`config.mk`:
```
export PLATFORM = sky130hd
export DESIGN_NAME = sprite_pixel_gen
export DESIGN_NICKNAME = d
export VERILOG_FILES = /design/src/rtl/sprite_pixel_gen.sv
export SDC_FILE = /design/constraint.sdc
export NUM_CORES = 1
export LEC_CHECK = 0
export CAP_MARGIN = 20
export CORE_MARGIN = 5
export CORE_UTILIZATION = 42
export CTS_CLUSTER_DIAMETER = 40
export CTS_CLUSTER_SIZE = 25
export DETAILED_ROUTE_END_ITERATION = 10
export PLACE_DENSITY = 0.62
export SLEW_MARGIN = 20
export SYNTH_ARGS = -nofsm -noshare
export SYNTH_HDL_FRONTEND = slang
export SYNTH_SLANG_ARGS = --single-unit
```
`constraint.sdc`:
```
create_clock -name clk -period 3.93 [get_ports clk]
set_clock_uncertainty 0.1 [all_clocks]
set_input_delay 0.786 -clock clk [delete_from_list [all_inputs] [get_ports clk]]
set_output_delay 0.786 -clock clk [all_outputs]
set_load 0.01 [all_outputs]
```
`src/rtl/sprite_pixel_gen.sv`:
```
// Sprite pixel generator: one square sprite moved per frame (push buttons or diagonal bounce), coloured per scan position.
// Latency: rgb is registered, 1 cycle after pixel_x/pixel_y/video_on/switch; position updates on the edge where frame_tick is high.
// Backpressure: none; free-running pixel pipeline that accepts a new scan position every clock.
//
// Ports:
//   clk, rst           clock; asynchronous active-high reset
//   push[3:0]          [0] right, [1] left, [2] down, [3] up (level, sampled on frame tick)
//   switch             sprite colour
//   mode               0 = MANUAL, 1 = BOUNCE (sampled on frame tick)
//   pixel_x/pixel_y    current scan position from the sync generator
//   video_on           visible-area flag
//   rgb                registered pixel colour
//   frame_tick         one-cycle pulse per frame
//   sprite_x/sprite_y  current sprite top-left position
//
// Build option: define SPRITE_BORDER_EN to draw the sprite's outermost
// 1-pixel ring in ~switch (interior stays switch).

module sprite_pixel_gen #(
    parameter int                 H_ACTIVE  = 640,
    parameter int                 V_ACTIVE  = 480,
    parameter int                 SIZE      = 40,
    parameter int                 VEL       = 5,
    parameter int                 COLOR_W   = 3,
    parameter logic [COLOR_W-1:0] BG_COLOR  = COLOR_W'(3'b110),
    parameter int                 TICK_LINE = 481,
    parameter int                 INIT_X    = 320,
    parameter int                 INIT_Y    = 240
) (
    input  logic               clk,
    input  logic               rst,
    input  logic [3:0]         push,
    input  logic [COLOR_W-1:0] switch,
    input  logic               mode,
    input  logic [9:0]         pixel_x,
    input  logic [9:0]         pixel_y,
    input  logic               video_on,
    output logic [COLOR_W-1:0] rgb,
    output logic               frame_tick,
    output logic [9:0]         sprite_x,
    output logic [9:0]         sprite_y
);

    // Position arithmetic is carried in 11 bits so that x+VEL or
    // x+SIZE-1 can never wrap before it is compared with a bound.
    localparam logic [10:0] XMAX   = 11'(H_ACTIVE - SIZE);
    localparam logic [10:0] YMAX   = 11'(V_ACTIVE - SIZE);
    localparam logic [10:0] STEP   = 11'(VEL);
    localparam logic [10:0] SPAN   = 11'(SIZE - 1);
    localparam logic [9:0]  TICK_Y = 10'(TICK_LINE);

    typedef enum logic {
        ST_MANUAL = 1'b0,
        ST_BOUNCE = 1'b1
    } state_t;

    // dx_pos/dy_pos: 1 = moving right/down, 0 = moving left/up.
    typedef struct packed {
        logic [9:0] x;
        logic [9:0] y;
        logic       dx_pos;
        logic       dy_pos;
    } sprite_t;

    localparam sprite_t SPRITE_RST = '{
        x:      10'(INIT_X),
        y:      10'(INIT_Y),
        dx_pos: 1'b1,
        dy_pos: 1'b1
    };

    // ------------------------------------------------------------------
    // Clamped single-axis steps
    // ------------------------------------------------------------------
    function automatic logic [9:0] step_up(input logic [9:0] p, input logic [10:0] lim);
        logic [10:0] sum;
        sum = {1'b0, p} + STEP;
        return (sum >= lim) ? lim[9:0] : sum[9:0];
    endfunction

    function automatic logic [9:0] step_down(input logic [9:0] p);
        logic [10:0] diff;
        diff = {1'b0, p} - STEP;
        return ({1'b0, p} <= STEP) ? 10'd0 : diff[9:0];
    endfunction

    // ------------------------------------------------------------------
    // Frame tick: rising edge of the raw line/column match, so a raw
    // condition held for several clocks still yields a single pulse.
    // ------------------------------------------------------------------
    logic raw;
    logic raw_d;

    assign raw = (pixel_y == TICK_Y) && (pixel_x == 10'd0);

    // ------------------------------------------------------------------
    // Movement state
    // ------------------------------------------------------------------
    state_t  state_q;
    state_t  state_n;
    sprite_t spr_q;
    sprite_t spr_n;

    always_ff @(posedge clk or posedge rst) begin
        if (rst) begin
            state_q <= ST_MANUAL;
            spr_q   <= SPRITE_RST;
        end else begin
            state_q <= state_n;
            spr_q   <= spr_n;
        end
    end

    // The state register is updated on the same tick it is consulted,
    // so a mode change only takes effect from the following tick.
    always_comb begin
        state_n = state_q;
        spr_n   = spr_q;
        if (frame_tick) begin
            state_n = mode ? ST_BOUNCE : ST_MANUAL;
            case (state_q)
                ST_MANUAL: begin
                    if (push[0]) begin
                        spr_n.x = step_up(spr_q.x, XMAX);
                    end else if (push[1]) begin
                        spr_n.x = step_down(spr_q.x);
                    end else if (push[2]) begin
                        spr_n.y = step_up(spr_q.y, YMAX);
                    end else if (push[3]) begin
                        spr_n.y = step_down(spr_q.y);
                    end
                end
                ST_BOUNCE: begin
                    // An axis that lands on a bound (exactly or by
                    // clamping) reverses for the next tick.
                    if (spr_q.dx_pos) begin
                        spr_n.x      = step_up(spr_q.x, XMAX);
                        spr_n.dx_pos = ({1'b0, spr_n.x} != XMAX);
                    end else begin
                        spr_n.x      = step_down(spr_q.x);
                        spr_n.dx_pos = (spr_n.x == 10'd0);
                    end
                    if (spr_q.dy_pos) begin
                        spr_n.y      = step_up(spr_q.y, YMAX);
                        spr_n.dy_pos = ({1'b0, spr_n.y} != YMAX);
                    end else begin
                        spr_n.y      = step_down(spr_q.y);
                        spr_n.dy_pos = (spr_n.y == 10'd0);
                    end
                end
                default: begin
                    state_n = ST_MANUAL;
                end
            endcase
        end
    end

    // ------------------------------------------------------------------
    // Hit test against the current (registered) position, inclusive.
    // ------------------------------------------------------------------
    logic [10:0] px;
    logic [10:0] py;
    logic [10:0] x_lo;
    logic [10:0] x_hi;
    logic [10:0] y_lo;
    logic [10:0] y_hi;
    logic        hit;

    assign px   = {1'b0, pixel_x};
    assign py   = {1'b0, pixel_y};
    assign x_lo = {1'b0, spr_q.x};
    assign y_lo = {1'b0, spr_q.y};
    assign x_hi = x_lo + SPAN;
    assign y_hi = y_lo + SPAN;
    assign hit  = (px >= x_lo) && (px <= x_hi) && (py >= y_lo) && (py <= y_hi);

`ifdef SPRITE_BORDER_EN
    logic on_ring;
    assign on_ring = (px == x_lo) || (px == x_hi) || (py == y_lo) || (py == y_hi);
`endif

    logic [COLOR_W-1:0] rgb_n;

    always_comb begin
        rgb_n = '0;
        if (!video_on) begin
            rgb_n = '0;
        end else if (hit) begin
`ifdef SPRITE_BORDER_EN
            rgb_n = on_ring ? ~switch : switch;
`else
            rgb_n = switch;
`endif
        end else begin
            rgb_n = BG_COLOR;
        end
    end

    // ------------------------------------------------------------------
    // Output / tick registers
    // ------------------------------------------------------------------
    always_ff @(posedge clk or posedge rst) begin
        if (rst) begin
            raw_d      <= 1'b0;
            frame_tick <= 1'b0;
            rgb        <= '0;
        end else begin
            raw_d      <= raw;
            frame_tick <= raw && !raw_d;
            rgb        <= rgb_n;
        end
    end

    assign sprite_x = spr_q.x;
    assign sprite_y = spr_q.y;

endmodule

```
# Word-level counts from Yosys, hierarchy flattened
# Index checks and enable logic that the tools add are counted.
# W data, S select, Z words.
dict set report word_totals {
  wordCells 60
  regBits 28
  inputBits 31
}
dict set report classes {
  order_cmp 8
  add_sub_neg 6
  eq_ne 7
  mux 18
  bitwise_logic 1
  reduce_logical 12
}
# op n
set ops {}
lappend ops {{$mux W10} 12}
lappend ops {{$pmux W20 S2} 1}
lappend ops {{$logic_not A10 Y1} 3}
lappend ops {{$add A10 B3 Y11 const B} 2}
lappend ops {{$add A10 B6 Y11 const B} 2}
lappend ops {{$le A10 B11 Y1} 2}
lappend ops {{$ge A10 B10 Y1} 2}
lappend ops {{$le A10 B3 Y1 const B} 2}
lappend ops {{$sub A10 B3 Y10 const B} 2}
lappend ops {{$ge A11 B10 Y1 const B} 1}
lappend ops {{$ge A11 B9 Y1 const B} 1}
lappend ops {{$eq A10 B9 Y1 const B} 1}
lappend ops {{$ne A10 B10 Y1 const B} 1}
lappend ops {{$ne A10 B9 Y1 const B} 1}
lappend ops {{$mux W3} 2}
lappend ops {{$ne A3 B3 Y1 const B} 2}
lappend ops {{$logic_and A1 B1 Y1} 5}
lappend ops {{$ne A2 B2 Y1 const B} 2}
lappend ops {{$reduce_and A2 Y1} 2}
lappend ops {{$reduce_and A4 Y1} 1}
lappend ops {{$mux W1} 3}
lappend ops {{$logic_not A1 Y1} 1}
lappend ops {{$not A1 Y1} 1}

# Depth between registers and ports, before layout
# Gate-level depths: netlist of the first run.
dict set report logic_depth {
  ltp_word 7
  mapped_depth 14
}

# Worst setup path after synthesis of the first run
# No wires, ideal clock.
dict set report synth_path {
  path_type {register -> register}
  startpoint {reg spr_q (netlist bit sprite_y[0])}
  endpoint {reg rgb[1]}
  path_buffers 1
  stages_incl_launch_ff 15
  setup_slack_ps 696
  required_ps 3701
  period_less_slack_ps 3234
  t_arrival_ps 3005
  cell_sequence {dfrtp_1 -> buf_6 -> inv_1 -> ha_1 -> nand2b_1 -> a31oi_1 -> nor3_1 -> xnor2_1 -> ha_1 -> and4_1 -> a221oi_1 -> o21ai_0 -> o21ai_0 -> o221ai_1 -> o41a_1}
}
dict set report synth_between {
  elab_chain_len 5
  word_cells_on_any_way 7
  cone_classes {add/sub: 1; order compare: 2; mux: 2; reduce/logical: 2}
}
# element line
set synth_lines {}
lappend synth_lines {{start, declared} 101} ;# sprite_t spr_q;
lappend synth_lines {{start signal, assigned} 110} ;# spr_q <= spr_n;
lappend synth_lines {{$add A10 B6 Y11 or $ge A10 B10 Y1 (tied branches)} {174, 175}}
lappend synth_lines {{$le A10 B11 Y1 or $logic_and A1 B1 Y1 (tied branches)} 175} ;# assign hit = (px >= x_lo) && (px <= x_hi) && (py >= y_lo) && (py <= y_hi);
lappend synth_lines {{$logic_and A1 B1 Y1 (*)} 175}
lappend synth_lines {{$mux W3 (*)} 188} ;# end else if (hit) begin
lappend synth_lines {{$mux W3 (*)} 186} ;# if (!video_on) begin
lappend synth_lines {{via rgb_n[1]} 182} ;# logic [COLOR_W-1:0] rgb_n;
lappend synth_lines {{end signal, assigned} 210} ;# rgb <= rgb_n;
lappend synth_lines {{end, declared} 38} ;# output logic [COLOR_W-1:0] rgb,
# The timed path passes the listed nets; every way through them passes the cells marked *.
# A chain may end at the register's enable or synchronous reset.

# Worst setup path after layout of the first run
dict set report layout_path {
  startpoint {reg spr_q (netlist bit sprite_y[1])}
  endpoint {reg rgb[2]}
}
# Same word-level chain as after synthesis.

==> impl_metrics.json, run 1 <==
{
  "period_share_pct": 94.5,
  "crit_chain": "inv_1 -> ha_1 -> nand2b_1 -> a31oi_2 -> nor3_1 -> xnor2_1 -> ha_1 -> and4_1 -> a221oi_1 -> o21ai_0 -> o21ai_0 -> o221ai_1 -> o41a_1",
  "io_buffers": 54,
  "areaGrowthSynthToFinish_pct": 13.9,
  "reg2reg_from": "sprite_y[1]",
  "dieArea_mm2": 0.0118,
  "cts_hold_buffers": 0,
  "rsz0062_at_grt": "false",
  "synth-async-reset-ratio_pct": 100,
  "grtUsageTotal_pct": 21.0,
  "clk_latency_ps": 310,
  "ir_drop_mv": 0.172,
  "core_mm2": 0.00964,
  "r2r_cells": 13,
  "root_buffer": "clkbuf_8",
  "cts_tree": "built",
  "dpl.cell_count": 653,
  "ios": 55,
  "routed_wl_um": 12500,
  "path_class": "flop to flop",
  "hold_viol": 0,
  "die_y_um": 109,
  "num-fill-cells": 966,
  "tightest_slew_ps": 628,
  "synth-edff-count": 0,
  "clockBufferDepth": 2,
  "final_area_mm2": 0.00466,
  "netlist.area_leader.share_pct": 14.1,
  "syn_nets": 581,
  "nets": 602,
  "cap_violations": 0,
  "dr_total_vias": 4095,
  "synth_cells": 504,
  "ys_warn_count": 0,
  "crit_path_max_fanout": 10,
  "critPathRequiredTime_ps": 4040,
  "drc": 0,
  "antennaDiodeCount": 0,
  "crit_slowest_cell": "dfrtp_2",
  "p_leak_uw": 0.00181,
  "placed_area_mm2": 0.00459,
  "cts_setup_buffers": 0,
  "drt-met1-wl_um": 5150,
  "wl_met3_um": 822,
  "status": "complete, no violations",
  "clock_sinks": 28,
  "yosys.area.top_type": "ha_1",
  "final_cell_mix": "54 x clkdlybuf4s50_1, 46 x ha_1, 41 x nand2_1",
  "endpoint_kind": "flop",
  "start_kind": "flop",
  "total_power_uw": 661,
  "clkTransAtPathRegs_ps": 120,
  "synth_top_flop_cell": "dfrtp_1",
  "firstDrtPassIters": 5,
  "gr-total-overflow": 0,
  "setup_viol": 0,
  "antenna_found_initial": 0,
  "synth.avg_cell_area_um2": 8.13,
  "yosysUniqueCellTypes": 86,
  "die_width_um": 109,
  "drt_iter0_drc": 274,
  "cts_resized": 0,
  "grt_max_degree": 29,
  "min_delay_worst_endpoint": "frame_tick",
  "r2r_slack_ps": 210,
  "fin_cells": 657,
  "numCtsBuffers": 3,
  "r2r_end": "rgb[2]",
  "period_minus_slack_ps": 3720,
  "ant_nets": 0,
  "hp-class": "flop to flop",
  "whs_path_depth": 1,
  "maxSlewViolCount": 0,
  "dpl.hpwl_um": 9530,
  "layout_commonest_cell": "clkdlybuf4s50_1",
  "wire_per_inst_um": 19.0,
  "synth_area_leaders": "ha_1 14%, dfrtp_1 12%, dfstp_2 5.1%, o21ai_0 4.3%, xnor2_1 4.3%",
  "worstPathArrival_ps": 3820,
  "place.gp.congestion": 0.955,
  "grt_pass1_vias": 4024,
  "hp-start": "raw_d",
  "cellPowerDensity_mw_per_mm2": 142,
  "htreeDepth": 1,
  "rows": 36,
  "synthesis.area_mm2": 0.00410,
  "synth_seq_cells": 28,
  "grt_pass1_wl_um": 20100,
  "vias_per_cell": 6.23,
  "seq_area_frac_synth_pct": 17.4,
  "initial_utilization_pct": 42.5,
  "wl_met2_um": 6120,
  "highest_layer": "met4",
  "layout-drive-gt1-share_pct": 11.1,
  "setup-tns-final_ps": 0,
  "slew_headroom_pct": 57.9,
  "max_stage_delay_ps": 490,
  "clock.fmax_ghz": 0.269
}
layout make-up:
| cell class | instances | area, um2 | share of cell area, % |
|---|---|---|---|
| well taps | 133 | 166 | 3.57 |
| inverters | 25 | 93.8 | 2.01 |
| flip-flops and latches | 28 | 712 | 15.3 |
| multi-input cells | 401 | 2990 | 64.1 |
| clock buffers | 3 | 41.3 | 0.885 |
| repair buffers | 66 | 631 | 13.5 |
| clock inverters | 1 | 30.0 | 0.644 |
metrics by stage:
stage	hold slack [ps]	setup slack, ps	utilization, %
floorplan	278	696	-
global placement	286	459	47.6
detailed placement	297	262	47.6
CTS	314	243	48.3
global route	332	0.586	48.4
finish	306	214	48.4
sequential cells by signal (all words and copies together) (netlist names):
signal and flops:
state_q 1, sprite_y 10, rgb 3, sprite_x 10
spr_q 2, frame_tick 1, raw_d 1
cell usage after synthesis (all sizes together), types with 7 or more instances:
library cell  number
nor3              20
o22ai             10
ha                46
a21oi             25
o31ai              7
dfrtp             20
dfstp              8
nand2             41
nor2              24
o21a               9
nand3             20
buf               37
clkbuf            13
inv               24
o21ai             38
a31oi              9
xnor2             20
kinds of logic after synthesis:
family                     Yosys count  synth area share, %
and+or+nand+nor                    154                 20.7
AOI/OAI and AO/OA                  171                 31.2
DFF                                 28                 17.4
adders and majority gates           46                 14.1
xor gates and xnor gates            20                 4.28
muxes                               10                 2.57
buffers and inverters               75                 9.78
worst max-delay path: cells and delay by family (launching register included):
kind                     cells  cell delay (ps)
buffers and inverters        1              130
adder cells (fa/ha/maj)      2              600
AND/OR/NAND/NOR              3              460
flip-flops                   1              490
AO/OA/AOI/OAI                6             1690
XOR/XNOR                     1              140
worst max path at each step:
stage | startpoint | end | slack [ps] | cells past startpoint
after floorplan | sprite_y[0] | rgb[1] | 700 | 14
after global placement | sprite_y[1] | rgb[2] | 460 | 13
after detailed placement | sprite_y[1] | rgb[1] | 260 | 13
after CTS | sprite_y[1] | rgb[1] | 240 | 13
after global routing | sprite_y[1] | rgb[1] | 0.6 | 13
final | sprite_y[1] | rgb[2] | 210 | 13
metal layers:
layer  track usage, %  up-vias
li1                 -     1942
met1             26.5     1938
met2             36.0      180
met3             3.61       35
met4             7.57        0
met5                0        -
report_power, final:
part | internal, uW | switching, uW | total (uW)
clock network | 137 | 119 | 257
registers | 290 | 0.353 | 290
logic | 56.4 | 57.5 | 114
total | 483 | 177 | 661
Note: power is estimated with default switching activity, not from simulation.
==> inputs of run 2 (changes only) <==
Settings changed: CORE_UTILIZATION 42 to 40, PLACE_DENSITY 0.62 to 0.59.
==> run 2 against run 1 <==
  * Clock power fell by 22%
  * Count of clock-buffer cells in the layout rose by 1
  * Via count is 2.0% lower
  * Utilization decreased by 2.5 points
  * Setup slack improved by 11 ps
  * Cell area is 0.27% lower
==> impl_metrics.json, run 2 (synthesized netlist as in run 1, its figures left out) <==
{
  "p_sw_share_pct": 27.7,
  "final_util_pct": 45.9,
  "period_share_pct": 94.3,
  "rsz0062_at_grt": "false",
  "rows": 37,
  "maxSlewViolCount": 0,
  "r2r_slack_ps": 230,
  "antennaDiodeCount": 0,
  "drt_iter0_drc": 253,
  "power.internal_uw": 436,
  "cts_hold_buffers": 0,
  "clkTransAtPathRegs_ps": 120,
  "htreeDepth": 1,
  "clockBufferDepth": 2,
  "endpoint": "rgb[1]",
  "crit_chain": "inv_1 -> ha_1 -> nand2b_1 -> a31oi_1 -> nor3_1 -> xnor2_1 -> ha_1 -> and4_1 -> a221oi_1 -> o21ai_0 -> o21ai_0 -> o221ai_1 -> o41a_1",
  "drc": 0,
  "die_width_um": 111,
  "cts_setup_buffers": 0,
  "crit_slowest_cell": "dfrtp_1",
  "cap_violations": 0,
  "dieArea_mm2": 0.0124,
  "crit_path_max_fanout": 10,
  "firstDrtPassIters": 5,
  "ir_drop_mv": 0.165,
  "initial_utilization_pct": 40.4,
  "setup-tns-final_ps": 0,
  "path_class": "flop to flop",
  "r2r_end": "rgb[1]",
  "areaGrowthSynthToFinish_pct": 13.6,
  "core_mm2": 0.0101,
  "setup_viol": 0,
  "clk_latency_ps": 290,
  "fin_cells": 661,
  "p_leak_uw": 0.00181,
  "comb_power_share_pct": 18.7,
  "gr-total-overflow": 0,
  "routed_wl_um": 12300,
  "period_minus_slack_ps": 3700,
  "critPathRequiredTime_ps": 4020,
  "dr_total_vias": 4014,
  "status": "complete, no violations",
  "numCtsBuffers": 3,
  "ant_nets": 0,
  "reg2reg_from": "sprite_y[1]",
  "io_buffers": 54,
  "die_y_um": 111,
  "hold_viol": 0,
  "slew_headroom_pct": 59.9,
  "max_stage_delay_ps": 500,
  "place.gp.congestion": 0.962,
  "grt_pass1_vias": 4009,
  "p_sw_uw": 167,
  "dpl.hpwl_um": 9500,
  "grt_pass1_wl_um": 20000,
  "r2r_cells": 13,
  "clock.fmax_ghz": 0.270,
  "wire_per_inst_um": 18.5,
  "layout_commonest_cell": "clkdlybuf4s50_1",
  "grt_max_degree": 29,
  "clock_sinks": 28,
  "antenna_found_initial": 0,
  "vias_per_cell": 6.07,
  "nets": 603,
  "dpl.cell_count": 657,
  "start_kind": "flop",
  "cts_tree": "built",
  "hp-class": "flop to flop",
  "endpoint_kind": "flop",
  "worstPathArrival_ps": 3790,
  "grtUsageTotal_pct": 19.2,
  "final_cell_mix": "54 x clkdlybuf4s50_1, 46 x ha_1, 41 x nand2_1",
  "cellPowerDensity_mw_per_mm2": 130,
  "root_buffer": "clkbuf_8",
  "crit_start": "sprite_y[1]",
  "cts_resized": 0,
  "layout-drive-gt1-share_pct": 10.9,
  "pwr-share-clk_pct": 33.2,
  "ios": 55,
  "tightest_slew_ps": 595,
  "power_frac_seq_pct": 48.1
}
[run 2: cell types whose count changed in the layout (fill, tap and decap cells not counted)]
cell,delta
bufinv_16,-1
a31oi_1,+1
dfrtp_1,+1
clkbuf_8,+1
a31oi_2,-1
dfrtp_2,-1
buf_4,+1
[run 2: critical path: cells and delay by family (launching register included)]
kind,cells,cell delay [ps]
flops,1,500
fa+ha+maj,2,570
xor+xnor,1,190
simple gates,3,430
buf+inv,1,160
compound gates,6,1660
[run 2: worst min path at each step]
stage | cells after the start | end | slack, ps | startpoint
floorplan | 1 | frame_tick | 280 | raw_d
global placement | 1 | frame_tick | 280 | raw_d
detailed placement | 1 | frame_tick | 300 | raw_d
CTS | 1 | frame_tick | 320 | raw_d
global route | 1 | frame_tick | 330 | raw_d
finish | 1 | frame_tick | 310 | raw_d
[run 2: cell type report]
class | count | area, um2
fill | 994 | 5490
timing repair buffer | 67 | 638
sequential | 28 | 711
inverter | 25 | 93.8
tap | 136 | 170
clock buffer | 4 | 55.1
multi-input combinational | 401 | 2980
[run 2: per-layer routing]
layer / GRT usage (%) / up-vias / part of all wire [%]
met1: 24.2 / 1903 / 44
met4: 5.76 / 0 / 2.8
met3: 3.33 / 24 / 5.3
met2: 33.3 / 147 / 48
li1: - / 1940 / -
met5: 0 / - / 0
[run 2: power groups by stage]
stage / registers, uW / clock network, uW / logic (uW)
after CTS: 290 / 207 / 114
final: 290 / 200 / 113
after floorplan: 296 / 0 / 53.3
after global placement: 295 / 0 / 111
after global routing: 290 / 214 / 127
after detailed placement: 295 / 0 / 113
[run 2: per-stage QoR]
stage	worst slack, ps	hold slack, ps	instance area [um2]	power [uW]
2_1_floorplan	696	278	4100	349
3_3_place_gp	471	284	4600	406
3_5_place_dp	296	301	4600	408
4_1_cts	270	318	4650	611
5_1_grt	16.0	328	4650	631
6_report	225	312	4650	603
